[src/rtl/score_display_ctrl_if.sv]
// Bus between the VGA pipeline and the score readout: frame pulse, score,
// draw position, combinational ROM address/data pairs, and pixel/busy status.
interface score_display_ctrl_if;
  logic        frame_start;
  logic [15:0] score;
  logic [9:0]  DrawX;
  logic [9:0]  DrawY;
  logic [3:0]  label_addr;
  logic [47:0] label_data;
  logic [7:0]  font_addr;
  logic [7:0]  font_data;
  logic        pixel_on;
  logic        busy;

  modport master (
    output frame_start, score, DrawX, DrawY, label_data, font_data,
    input  label_addr, font_addr, pixel_on, busy
  );

  modport slave (
    input  frame_start, score, DrawX, DrawY, label_data, font_data,
    output label_addr, font_addr, pixel_on, busy
  );
endinterface

[src/rtl/score_display_ctrl.sv]
// Per-frame score latch, 16-cycle shift-add-3 BCD conversion and "score:" readout
// rendering. Optional macro LEADING_ZERO_BLANK_EN blanks leading zero digits.
module score_display_ctrl #(
  parameter logic [9:0] X_ORIGIN = 10'd0,
  parameter logic [9:0] Y_ORIGIN = 10'd0
) (
  input  logic                       Clk,
  input  logic                       Reset_n,
  score_display_ctrl_if.slave        bus,
  output logic [1:0]                 dbg_state_o
);

  typedef enum logic [1:0] {IDLE = 2'd0, CONVERT = 2'd1, COMMIT = 2'd2} state_t;

  state_t      state_q;
  logic [15:0] shift_q;
  logic [19:0] bcd_q;
  logic [3:0]  count_q;
  logic [19:0] digits_q;
  logic        busy_q;
  logic        pixel_q;

  logic [19:0] bcd_adj;
  logic [10:0] dx, dy;
  logic        in_y, in_label, in_digit;
  logic [5:0]  ddx;
  logic [5:0]  lbit;
  logic [3:0]  row;
  logic [3:0]  digit_sel;
  logic        blank;
  logic [3:0]  lead_zero;
  logic [3:0]  label_addr_d;
  logic [7:0]  font_addr_d;
  logic        pixel_d;

  // Each nibble >= 5 gets +3 before the shift so it carries correctly into the next digit.
  always_comb begin
    bcd_adj = bcd_q;
    for (int n = 0; n < 5; n++) begin
      if (bcd_q[n*4 +: 4] >= 4'd5) bcd_adj[n*4 +: 4] = bcd_q[n*4 +: 4] + 4'd3;
    end
  end

  // Differences are one bit wider so a position left of/above the origin shows up as a set sign bit.
  assign dx       = {1'b0, bus.DrawX} - {1'b0, X_ORIGIN};
  assign dy       = {1'b0, bus.DrawY} - {1'b0, Y_ORIGIN};
  assign in_y     = ~dy[10] && (dy < 11'd16);
  assign in_label = in_y && ~dx[10] && (dx < 11'd48);
  assign in_digit = in_y && ~dx[10] && (dx >= 11'd48) && (dx < 11'd88);
  assign row      = dy[3:0];
  assign ddx      = dx[5:0] - 6'd48;
  assign lbit     = 6'd47 - dx[5:0];

  always_comb begin
    digit_sel = 4'd0;
    blank     = 1'b0;
    lead_zero[0] = (digits_q[19:16] == 4'd0);
    lead_zero[1] = lead_zero[0] && (digits_q[15:12] == 4'd0);
    lead_zero[2] = lead_zero[1] && (digits_q[11:8]  == 4'd0);
    lead_zero[3] = lead_zero[2] && (digits_q[7:4]   == 4'd0);
    case (ddx[5:3])
      3'd0:    begin digit_sel = digits_q[19:16]; blank = lead_zero[0]; end
      3'd1:    begin digit_sel = digits_q[15:12]; blank = lead_zero[1]; end
      3'd2:    begin digit_sel = digits_q[11:8];  blank = lead_zero[2]; end
      3'd3:    begin digit_sel = digits_q[7:4];   blank = lead_zero[3]; end
      default: begin digit_sel = digits_q[3:0];   blank = 1'b0;         end
    endcase
`ifndef LEADING_ZERO_BLANK_EN
    blank = 1'b0;
`endif
  end

  always_comb begin
    label_addr_d = 4'd0;
    font_addr_d  = 8'd0;
    pixel_d      = 1'b0;
    if (in_label) begin
      label_addr_d = 4'd15 - row;
      pixel_d      = bus.label_data[lbit];
    end else if (in_digit && !blank) begin
      font_addr_d  = {digit_sel, row};
      pixel_d      = bus.font_data[3'd7 - ddx[2:0]];
    end
  end

  assign bus.label_addr = label_addr_d;
  assign bus.font_addr  = font_addr_d;
  assign bus.pixel_on   = pixel_q;
  assign bus.busy       = busy_q;
  assign dbg_state_o    = state_q;

  // Handshake: frame_start is a request whose implicit ready is !busy; a pulse
  // arriving while busy is dropped, never queued, and never restarts conversion.
  always_ff @(posedge Clk or negedge Reset_n) begin
    if (!Reset_n) begin
      state_q  <= IDLE;
      shift_q  <= 16'd0;
      bcd_q    <= 20'd0;
      count_q  <= 4'd0;
      digits_q <= 20'd0;
      busy_q   <= 1'b0;
      pixel_q  <= 1'b0;
    end else begin
      pixel_q <= pixel_d;
      case (state_q)
        IDLE: begin
          if (bus.frame_start) begin
            shift_q <= bus.score;
            bcd_q   <= 20'd0;
            count_q <= 4'd0;
            busy_q  <= 1'b1;
            state_q <= CONVERT;
          end
        end
        CONVERT: begin
          bcd_q   <= {bcd_adj[18:0], shift_q[15]};
          shift_q <= {shift_q[14:0], 1'b0};
          count_q <= count_q + 4'd1;
          if (count_q == 4'd15) state_q <= COMMIT;
        end
        COMMIT: begin
          digits_q <= bcd_q;
          busy_q   <= 1'b0;
          state_q  <= IDLE;
        end
        default: begin
          busy_q  <= 1'b0;
          state_q <= IDLE;
        end
      endcase
    end
  end

endmodule

[src/flat_wrapper.sv]
// flat-port wrapper written by rule: the top's interface ports become plain ports
module score_display_ctrl_flat 
#(
  parameter logic [9:0] X_ORIGIN = 10'd0,
  parameter logic [9:0] Y_ORIGIN = 10'd0
)
  (Clk, Reset_n, dbg_state_o, bus_frame_start, bus_score, bus_DrawX, bus_DrawY, bus_label_data, bus_font_data, bus_label_addr, bus_font_addr, bus_pixel_on, bus_busy);
  score_display_ctrl_if bus_i ();
  input  logic Clk;
  input  logic Reset_n;
  output logic [1:0] dbg_state_o;
  input wire logic [$bits(bus_i.frame_start)-1:0] bus_frame_start;
  input wire logic [$bits(bus_i.score)-1:0] bus_score;
  input wire logic [$bits(bus_i.DrawX)-1:0] bus_DrawX;
  input wire logic [$bits(bus_i.DrawY)-1:0] bus_DrawY;
  input wire logic [$bits(bus_i.label_data)-1:0] bus_label_data;
  input wire logic [$bits(bus_i.font_data)-1:0] bus_font_data;
  output wire logic [$bits(bus_i.label_addr)-1:0] bus_label_addr;
  output wire logic [$bits(bus_i.font_addr)-1:0] bus_font_addr;
  output wire logic [$bits(bus_i.pixel_on)-1:0] bus_pixel_on;
  output wire logic [$bits(bus_i.busy)-1:0] bus_busy;
  assign bus_i.frame_start = bus_frame_start;
  assign bus_i.score = bus_score;
  assign bus_i.DrawX = bus_DrawX;
  assign bus_i.DrawY = bus_DrawY;
  assign bus_i.label_data = bus_label_data;
  assign bus_i.font_data = bus_font_data;
  assign bus_label_addr = bus_i.label_addr;
  assign bus_font_addr = bus_i.font_addr;
  assign bus_pixel_on = bus_i.pixel_on;
  assign bus_busy = bus_i.busy;
  score_display_ctrl #(.X_ORIGIN(X_ORIGIN), .Y_ORIGIN(Y_ORIGIN)) u_core (.Clk(Clk), .Reset_n(Reset_n), .bus(bus_i), .dbg_state_o(dbg_state_o));
endmodule
[config.mk]
export PLATFORM = sky130hd
export DESIGN_NAME = score_display_ctrl_flat
export DESIGN_NICKNAME = d
export VERILOG_FILES = /design/src/rtl/score_display_ctrl_if.sv /design/src/rtl/score_display_ctrl.sv /design/src/flat_wrapper.sv
export SDC_FILE = /design/constraint.sdc
export NUM_CORES = 1
export LEC_CHECK = 0
export BUFFER_PORTS_ARGS = -buffer_cell sky130_fd_sc_hd__buf_4
export CORE_MARGIN = 10
export CORE_UTILIZATION = 55
export CTS_CLUSTER_DIAMETER = 50
export DETAILED_ROUTE_END_ITERATION = 16
export PLACE_DENSITY = 0.84
export SLEW_MARGIN = 20
export SYNTH_ARGS = -nofsm -noshare
export SYNTH_HDL_FRONTEND = slang
export SYNTH_SLANG_ARGS = --single-unit
[constraint.sdc]
create_clock -name Clk -period 4.4 [get_ports Clk]
set_input_delay 0 -clock Clk [delete_from_list [all_inputs] [get_ports Clk]]
set_output_delay 0 -clock Clk [all_outputs]
set_load 0.005 [all_outputs]
==> impl_metrics.yaml, run 1 <==
floorplan:
  die_area_um2: 10600
  dieHeight_um: 103
  core_area_um2: 6760
  start_util_pct: 56.2
  rows: 30
  die_width_um: 103
  pin_count: 111
clocking:
  post_cts_buffers: 0
  clk_latency_ns: 0.34
  htreeDepth: 3
  path_clk_slew_ns: 0.07
  hold_buffers: 17
  cts_resized: 0
  cts_buffers: 9
  cts_sinks: 64
  clockBufferDepth: 2
  cts_tree: "yes"
  cts_root_buf: "clkbuf_8"
detailed_routing:
  drc: 0
  first_pass_iters: 4
  dr_wl_met3_mm: 1.02
  drtAntennaViolNets: 0
  post_drt_via_cell_ratio: 5.99
  vias: 3431
  wire_per_inst_um: 18.8
  m1WireLength_mm: 4.12
  wirelength_mm: 10.8
  top_layer: "met4"
  drt_iter0_markers: 169
  route.met2.wl_mm: 5.47
finish:
  fin_nets: 598
  nFillCells: 463
  final_common_cell: "buf_4"
  synthToLayoutAreaGrowth_pct: 30.5
  drive_gt1_share_pct: 30.6
  antennaDiodeCount: 0
  final_area_um2: 4960
  layout_common_cells: "buf_4 (112), dfrtp_1 (64), a21oi_1 (30), o21ai_0 (28)"
  final_util_pct: 73.4
grt:
  antenna_found_initial: 0
  grt_max_degree: 65
  grt_pass1_vias: 3583
  overflow: 0
  grt_util_all_layers_pct: 20.5
  grt_pass1_wl_mm: 17.3
yosys:
  yosys_warnings: 0
  synth_edf_count: 0
  ys_ff_latch: 64
  yosysUniqueCellTypes: 46
  muxShareOfSynthArea_pct: 14.7
  synth_area_leaders: "dfrtp_1 (42%), mux4_2 (5.9%), ha_1 (4.3%)"
  synth-xor-area-share_pct: 1.85
  synth_compound_area_share_pct: 18.6
  synth_nets: 482
  syn_inst: 374
  syn_area_um2: 3800
  seq_area_frac_synth_pct: 42.2
  yosysTopAreaCell: "dfrtp_1"
  synth_top_family_by_area: "compound AO/OA/AOI/OAI gates"
  syn_avg_cell_area_um2: 10.2
  synth_top_flop_cell: "dfrtp_1"
  synth-adder-area-share_pct: 4.28
  yosysTopAreaCellShare_pct: 42.2
  ys_async_sr_fraction_pct: 100
  synthSimpleGateAreaFrac_pct: 14.0
pwr:
  power_frac_clock_pct: 18.7
  combPwrFrac_pct: 39.6
  irDropWorstVdd_mv: 0.312
  p_sw_share_pct: 38.0
  seq_power_share_pct: 41.6
  power_leakage_nw: 2.28
  intPower_mw: 1.51
  power_density_nw_per_um2: 491
  p_switching_mw: 0.925
timing:
  fmax_mhz: 455
  rsz0062_at_grt: "false"
  skew_ns: 0.00729
  drv_slew: 0
  finalCritPeriodShare_pct: 49.9
  finalSetupViolCount: 0
  max_slew_margin_pct: 28.5
  hold_viol: 0
  min_period_ns: 2.20
  worst_slew_pin_slew_ns: 1.07
  finalSetupTns_ns: 0
setup_path:
  worstPathArrival_ns: 2.42
  reg2reg_depth: 2
  critical_path_class: "flip-flop to flip-flop"
  crit_path_start_kind: "flip-flop"
  critPathCaptureType: "flip-flop"
  crit_required_ns: 4.62
  r2r_setup_slack_ns: 2.20
  crit_fanout: 30
placement:
  port_buffers: 110
  placed_area_um2: 4610
  hpwl_mm: 7.98
  routabilityCongestion: 0.799
worst_hold_path:
  hold_path.class: "input port to flip-flop"
  min_path_cells: 3
run:
  cap_violations: 0
status:
  status: "finished clean"
-- state kept, by name (all words and copies together), names as in the netlist --
| register | count |
|---|---|
| u_core.bcd_q | 20 |
| u_core.bus.busy | 1 |
| u_core.bus.pixel_on | 1 |
| u_core.count_q | 4 |
| u_core.dbg_state_o | 2 |
| u_core.digits_q | 20 |
| u_core.shift_q | 16 |
-- per-stage QoR --
stage	power (mW)	hold slack (ns)	setup WS, ns	cells
2_1_floorplan	1.65	-0.296	2.93	374
3_3_place_gp	1.89	0.133	2.31	542
3_5_place_dp	1.97	0.145	2.24	542
4_1_cts	2.43	0.0830	2.22	573
5_1_grt	2.61	0.102	2.00	573
6_report	2.44	0.0871	2.20	573
-- synth_stat cells, types with 2 or more instances --
library cell,n
nand3_1,3
o31ai_1,5
a21oi_1,30
or4_1,2
o21ai_0,28
mux4_1,2
nand4_1,2
nor3_1,3
nor4_2,2
a32o_1,5
nor2_1,22
o32ai_1,4
mux2_2,13
mux4_2,10
clkbuf_1,13
o22ai_1,8
nand2_1,22
mux2i_1,10
dfrtp_1,64
buf_1,2
nor4_1,3
ha_1,13
nand2b_1,10
and2_1,4
a22oi_1,15
buf_2,6
a211oi_1,2
xnor2_1,5
o21ai_1,13
or2_1,2
buf_6,2
nor2b_1,21
inv_1,11
mux2_1,3
xor2_1,3
-- logic make-up after synthesis --
group,Yosys count
compound gates,115
simple gates,100
flops,64
mux,38
buf+inv,36
fa+ha+maj,13
xor+xnor,8
-- final cells by class --
cell class / instances / area [um2] / area share, %
repair buffers: 129 / 1010 / 20.4
well taps: 80 / 100 / 2.02
inverters: 12 / 45.0 / 0.909
clock buffers: 14 / 173 / 3.48
flip-flops and latches: 64 / 1600 / 32.3
multi-input cells: 274 / 2030 / 40.9
-- power groups by stage --
| stage | clock, mW | sequential [mW] | combinational (mW) |
|---|---|---|---|
| 2_1_floorplan | 0 | 0.932 | 0.721 |
| 3_3_place_gp | 0 | 1.00 | 0.888 |
| 3_5_place_dp | 0 | 1.01 | 0.952 |
| 4_1_cts | 0.461 | 1.01 | 0.965 |
| 5_1_grt | 0.488 | 1.04 | 1.08 |
| 6_report | 0.456 | 1.01 | 0.965 |
-- worst max-delay path, cell delays in order (launching register included) --
cell	delay, ns
dfrtp_1	0.83
nand2_1	0.73
mux2_2	0.51
-- routing by layer --
| metal | vias to the layer above | track usage, % |
|---|---|---|
| li1 | 1608 | - |
| met1 | 1668 | 23.3 |
| met2 | 136 | 35.4 |
| met3 | 19 | 6.17 |
| met4 | 0 | 7.38 |
| met5 | - | 0 |
-- final timing paths --
check                                                  startpoint                        endpoint
worst max-delay path            u_core.dbg_state_o[1]$_DFFE_PN0P_  u_core.digits_q[7]$_DFFE_PN0N_
worst min-delay path                              bus_frame_start     u_core.bus.busy$_DFFE_PN0P_
worst max register to register  u_core.dbg_state_o[1]$_DFFE_PN0P_  u_core.digits_q[7]$_DFFE_PN0N_
worst min register to register     u_core.digits_q[8]$_DFFE_PN0N_  u_core.digits_q[8]$_DFFE_PN0N_
max in group asynchronous                                 Reset_n  u_core.digits_q[8]$_DFFE_PN0N_
min in group asynchronous                                 Reset_n  u_core.shift_q[10]$_DFFE_PN0P_
Note: power is estimated with default switching activity, not from simulation.
==> inputs of run 2 (changes only) <==
--- a/config.mk
+++ b/config.mk
@@ -7,10 +7,10 @@
 export LEC_CHECK = 0
 export BUFFER_PORTS_ARGS = -buffer_cell sky130_fd_sc_hd__buf_4
 export CORE_MARGIN = 10
-export CORE_UTILIZATION = 55
+export CORE_UTILIZATION = 52
 export CTS_CLUSTER_DIAMETER = 50
 export DETAILED_ROUTE_END_ITERATION = 16
-export PLACE_DENSITY = 0.84
+export PLACE_DENSITY = 0.8
 export SLEW_MARGIN = 20
 export SYNTH_ARGS = -nofsm -noshare
 export SYNTH_HDL_FRONTEND = slang
==> constraint.sdc (replaced) <==
create_clock -name Clk -period 2.27 [get_ports Clk]
set_input_delay 0 -clock Clk [delete_from_list [all_inputs] [get_ports Clk]]
set_output_delay 0 -clock Clk [all_outputs]
set_load 0.005 [all_outputs]
==> run 2 against run 1 <==
  * Critical path depth up 4
  * Via count down 1.8%
  * Clock-buffer cell count down 2
  * Largest cell class unchanged
  * Final cell count up 4.7%
  * Hold slack better by 0.0043 ns
  * Critical path type unchanged
  * Core utilization down 3.2 points
  * Combinational power up 100%
  * Power up 96%
  * Sequential cell count unchanged
  * Non-clock buffer count up 6
  * Fmax up 38%
==> impl_metrics.yaml, run 2 (synthesis gave the netlist of run 1 again) <==
timing:
  finalCritPeriodShare_pct: 69.9
  drv_slew: 0
  rsz0062_at_grt: "false"
  fmax_mhz: 631
  hold_viol: 0
  finalSetupViolCount: 0
  hold_slack_ns: 0.0914
  finalSetupTns_ns: 0
  skew_ns: 0.00886
  max_slew_margin_pct: 47.2
  worst_slew_pin_slew_ns: 0.793
  min_period_ns: 1.59
finish:
  reg.largest.list: "u_core.bcd_q: 20 flops, u_core.digits_q: 20 flops, u_core.shift_q: 16 flops"
  final_area_um2: 5030
  fin_nets: 604
  synthToLayoutAreaGrowth_pct: 32.6
  drive_gt1_share_pct: 31.5
  regArea_um2: 1600
  layout_common_cells: "buf_4 (118), dfrtp_1 (64), a21oi_1 (30), o21ai_0 (28)"
  antennaDiodeCount: 0
  nFillCells: 520
  final_common_cell: "buf_4"
  multiInputGateArea_um2: 2030
setup_path:
  crit_fanout: 4
  path_delay_family: "compound AO/OA/AOI/OAI gates"
  r2r_end: "u_core.bcd_q[5]$_DFFE_PN0P_"
  crit_path_start_kind: "flip-flop"
  path_cells: "inv_1 > ha_1 > nand2b_1 > a21oi_1 > xnor2_1 > o22ai_1"
  r2r_setup_slack_ns: 0.68
  critical_path_class: "flip-flop to flip-flop"
  crit_required_ns: 2.44
  critPathMaxStageDelay_ns: 0.41
  crit_buf_inv: 1
  cp_slowest_cell: "dfrtp_1"
  r2r_start: "u_core.bcd_q[4]$_DFFE_PN0P_"
  critPathCaptureType: "flip-flop"
  reg2reg_depth: 6
  worstPathArrival_ns: 1.76
pwr:
  power_frac_clock_pct: 19.1
  p_switching_mw: 1.78
  intPower_mw: 2.99
  power_mw: 4.77
  combPwrFrac_pct: 41.1
  power_density_nw_per_um2: 948
  power_leakage_nw: 2.31
  seq_power_share_pct: 39.9
  p_sw_share_pct: 37.2
  irDropWorstVdd_mv: 0.694
grt:
  grt_pass1_vias: 3409
  grt_util_all_layers_pct: 19.2
  antenna_found_initial: 0
  grt_max_degree: 65
  grt_pass1_wl_mm: 17.7
  overflow: 0
run:
  cap_violations: 0
worst_hold_path:
  min_path_cells: 3
  whs_endpoint: "u_core.bus.busy$_DFFE_PN0P_"
  hold_path.class: "input port to flip-flop"
  hp-start: "bus_frame_start"
detailed_routing:
  vias: 3370
  drt_iter0_markers: 210
  wire_per_inst_um: 17.7
  drc: 0
  post_drt_via_cell_ratio: 5.62
  drtAntennaViolNets: 0
  wirelength_mm: 10.6
  first_pass_iters: 4
clocking:
  clk_latency_ns: 0.33
  clockBufferDepth: 2
  cts_buffers: 9
  cts_tree: "yes"
  htreeDepth: 3
  path_clk_slew_ns: 0.07
  cts_root_buf: "clkbuf_8"
  cts_resized: 0
  cts_sinks: 64
floorplan:
  dieHeight_um: 105
  pin_count: 111
  die_area_um2: 11100
  die_width_um: 105
  rows: 31
  start_util_pct: 52.9
  core_area_um2: 7180
placement:
  routabilityCongestion: 0.828
  port_buffers: 110
  hpwl_mm: 7.91
  placed_area_um2: 4680
status:
  status: "finished clean"
[run 2: worst register-to-register path: cells and delay by family, from the launching register on]
family | cells | cell delay [ns]
compound gates | 2 | 0.41
simple gates | 1 | 0.08
buf+inv | 1 | 0.15
fa+ha+maj | 1 | 0.22
xor+xnor | 1 | 0.17
flops | 1 | 0.41
[run 2: final cells by class]
cell class	instances	share of cell area, %
timing repair buffer	135	21.0
multi-input combinational	274	40.3
tap	99	2.46
sequential	64	31.8
inverter	12	0.895
clock buffer	12	2.68
clock inverter	4	0.895
[run 2: timing repair]
action / 4_1_cts / 5_1_grt
hold endpoints to repair: 80 / 0
setup endpoints to repair: 0 / 0
setup buffers: 0 / 0
hold buffers: 17 / 0
[run 2: metrics by stage]
| stage | utilization (%) | setup WS [ns] | instances |
|---|---|---|---|
| final | 70.1 | 0.684 | 600 |
| after global routing | 70.1 | 0.512 | 600 |
| after CTS | 70.1 | 0.691 | 600 |
| after detailed placement | 65.3 | 0.699 | 567 |
| after global placement | 65.3 | 0.738 | 567 |
| after floorplan | - | 0.803 | 374 |
[run 2: routing by layer]
layer  wire length, um  track usage [%]
met1              4390             23.1
met2              5310             32.1
met3               776             6.03
met4               132             5.78
met5                 0                0
[run 2: power by group through the flow]
stage          sequential, mW  clock [mW]  combinational [mW]
4_1_cts                  1.89       0.933                1.96
2_1_floorplan            1.81           0                1.40
3_5_place_dp             1.91           0                1.92
3_3_place_gp             1.89           0                1.84
5_1_grt                  1.96       0.979                2.24
6_report                 1.90       0.909                1.96
[run 2: how the worst max path moves through the flow]
stage                                           start                            to  slack [ns]  depth (start not counted)
floorplan           u_core.dbg_state_o[1]$_DFFE_PN0P_  u_core.bcd_q[12]$_DFFE_PN0P_        0.80                          4
global placement          u_core.bcd_q[8]$_DFFE_PN0P_  u_core.bcd_q[10]$_DFFE_PN0P_        0.74                          7
detailed placement        u_core.bcd_q[8]$_DFFE_PN0P_  u_core.bcd_q[10]$_DFFE_PN0P_        0.70                          7
CTS                       u_core.bcd_q[8]$_DFFE_PN0P_  u_core.bcd_q[10]$_DFFE_PN0P_        0.69                          7
global route              u_core.bcd_q[4]$_DFFE_PN0P_   u_core.bcd_q[6]$_DFFE_PN0P_        0.51                          7
finish                    u_core.bcd_q[4]$_DFFE_PN0P_   u_core.bcd_q[5]$_DFFE_PN0P_        0.68                          6
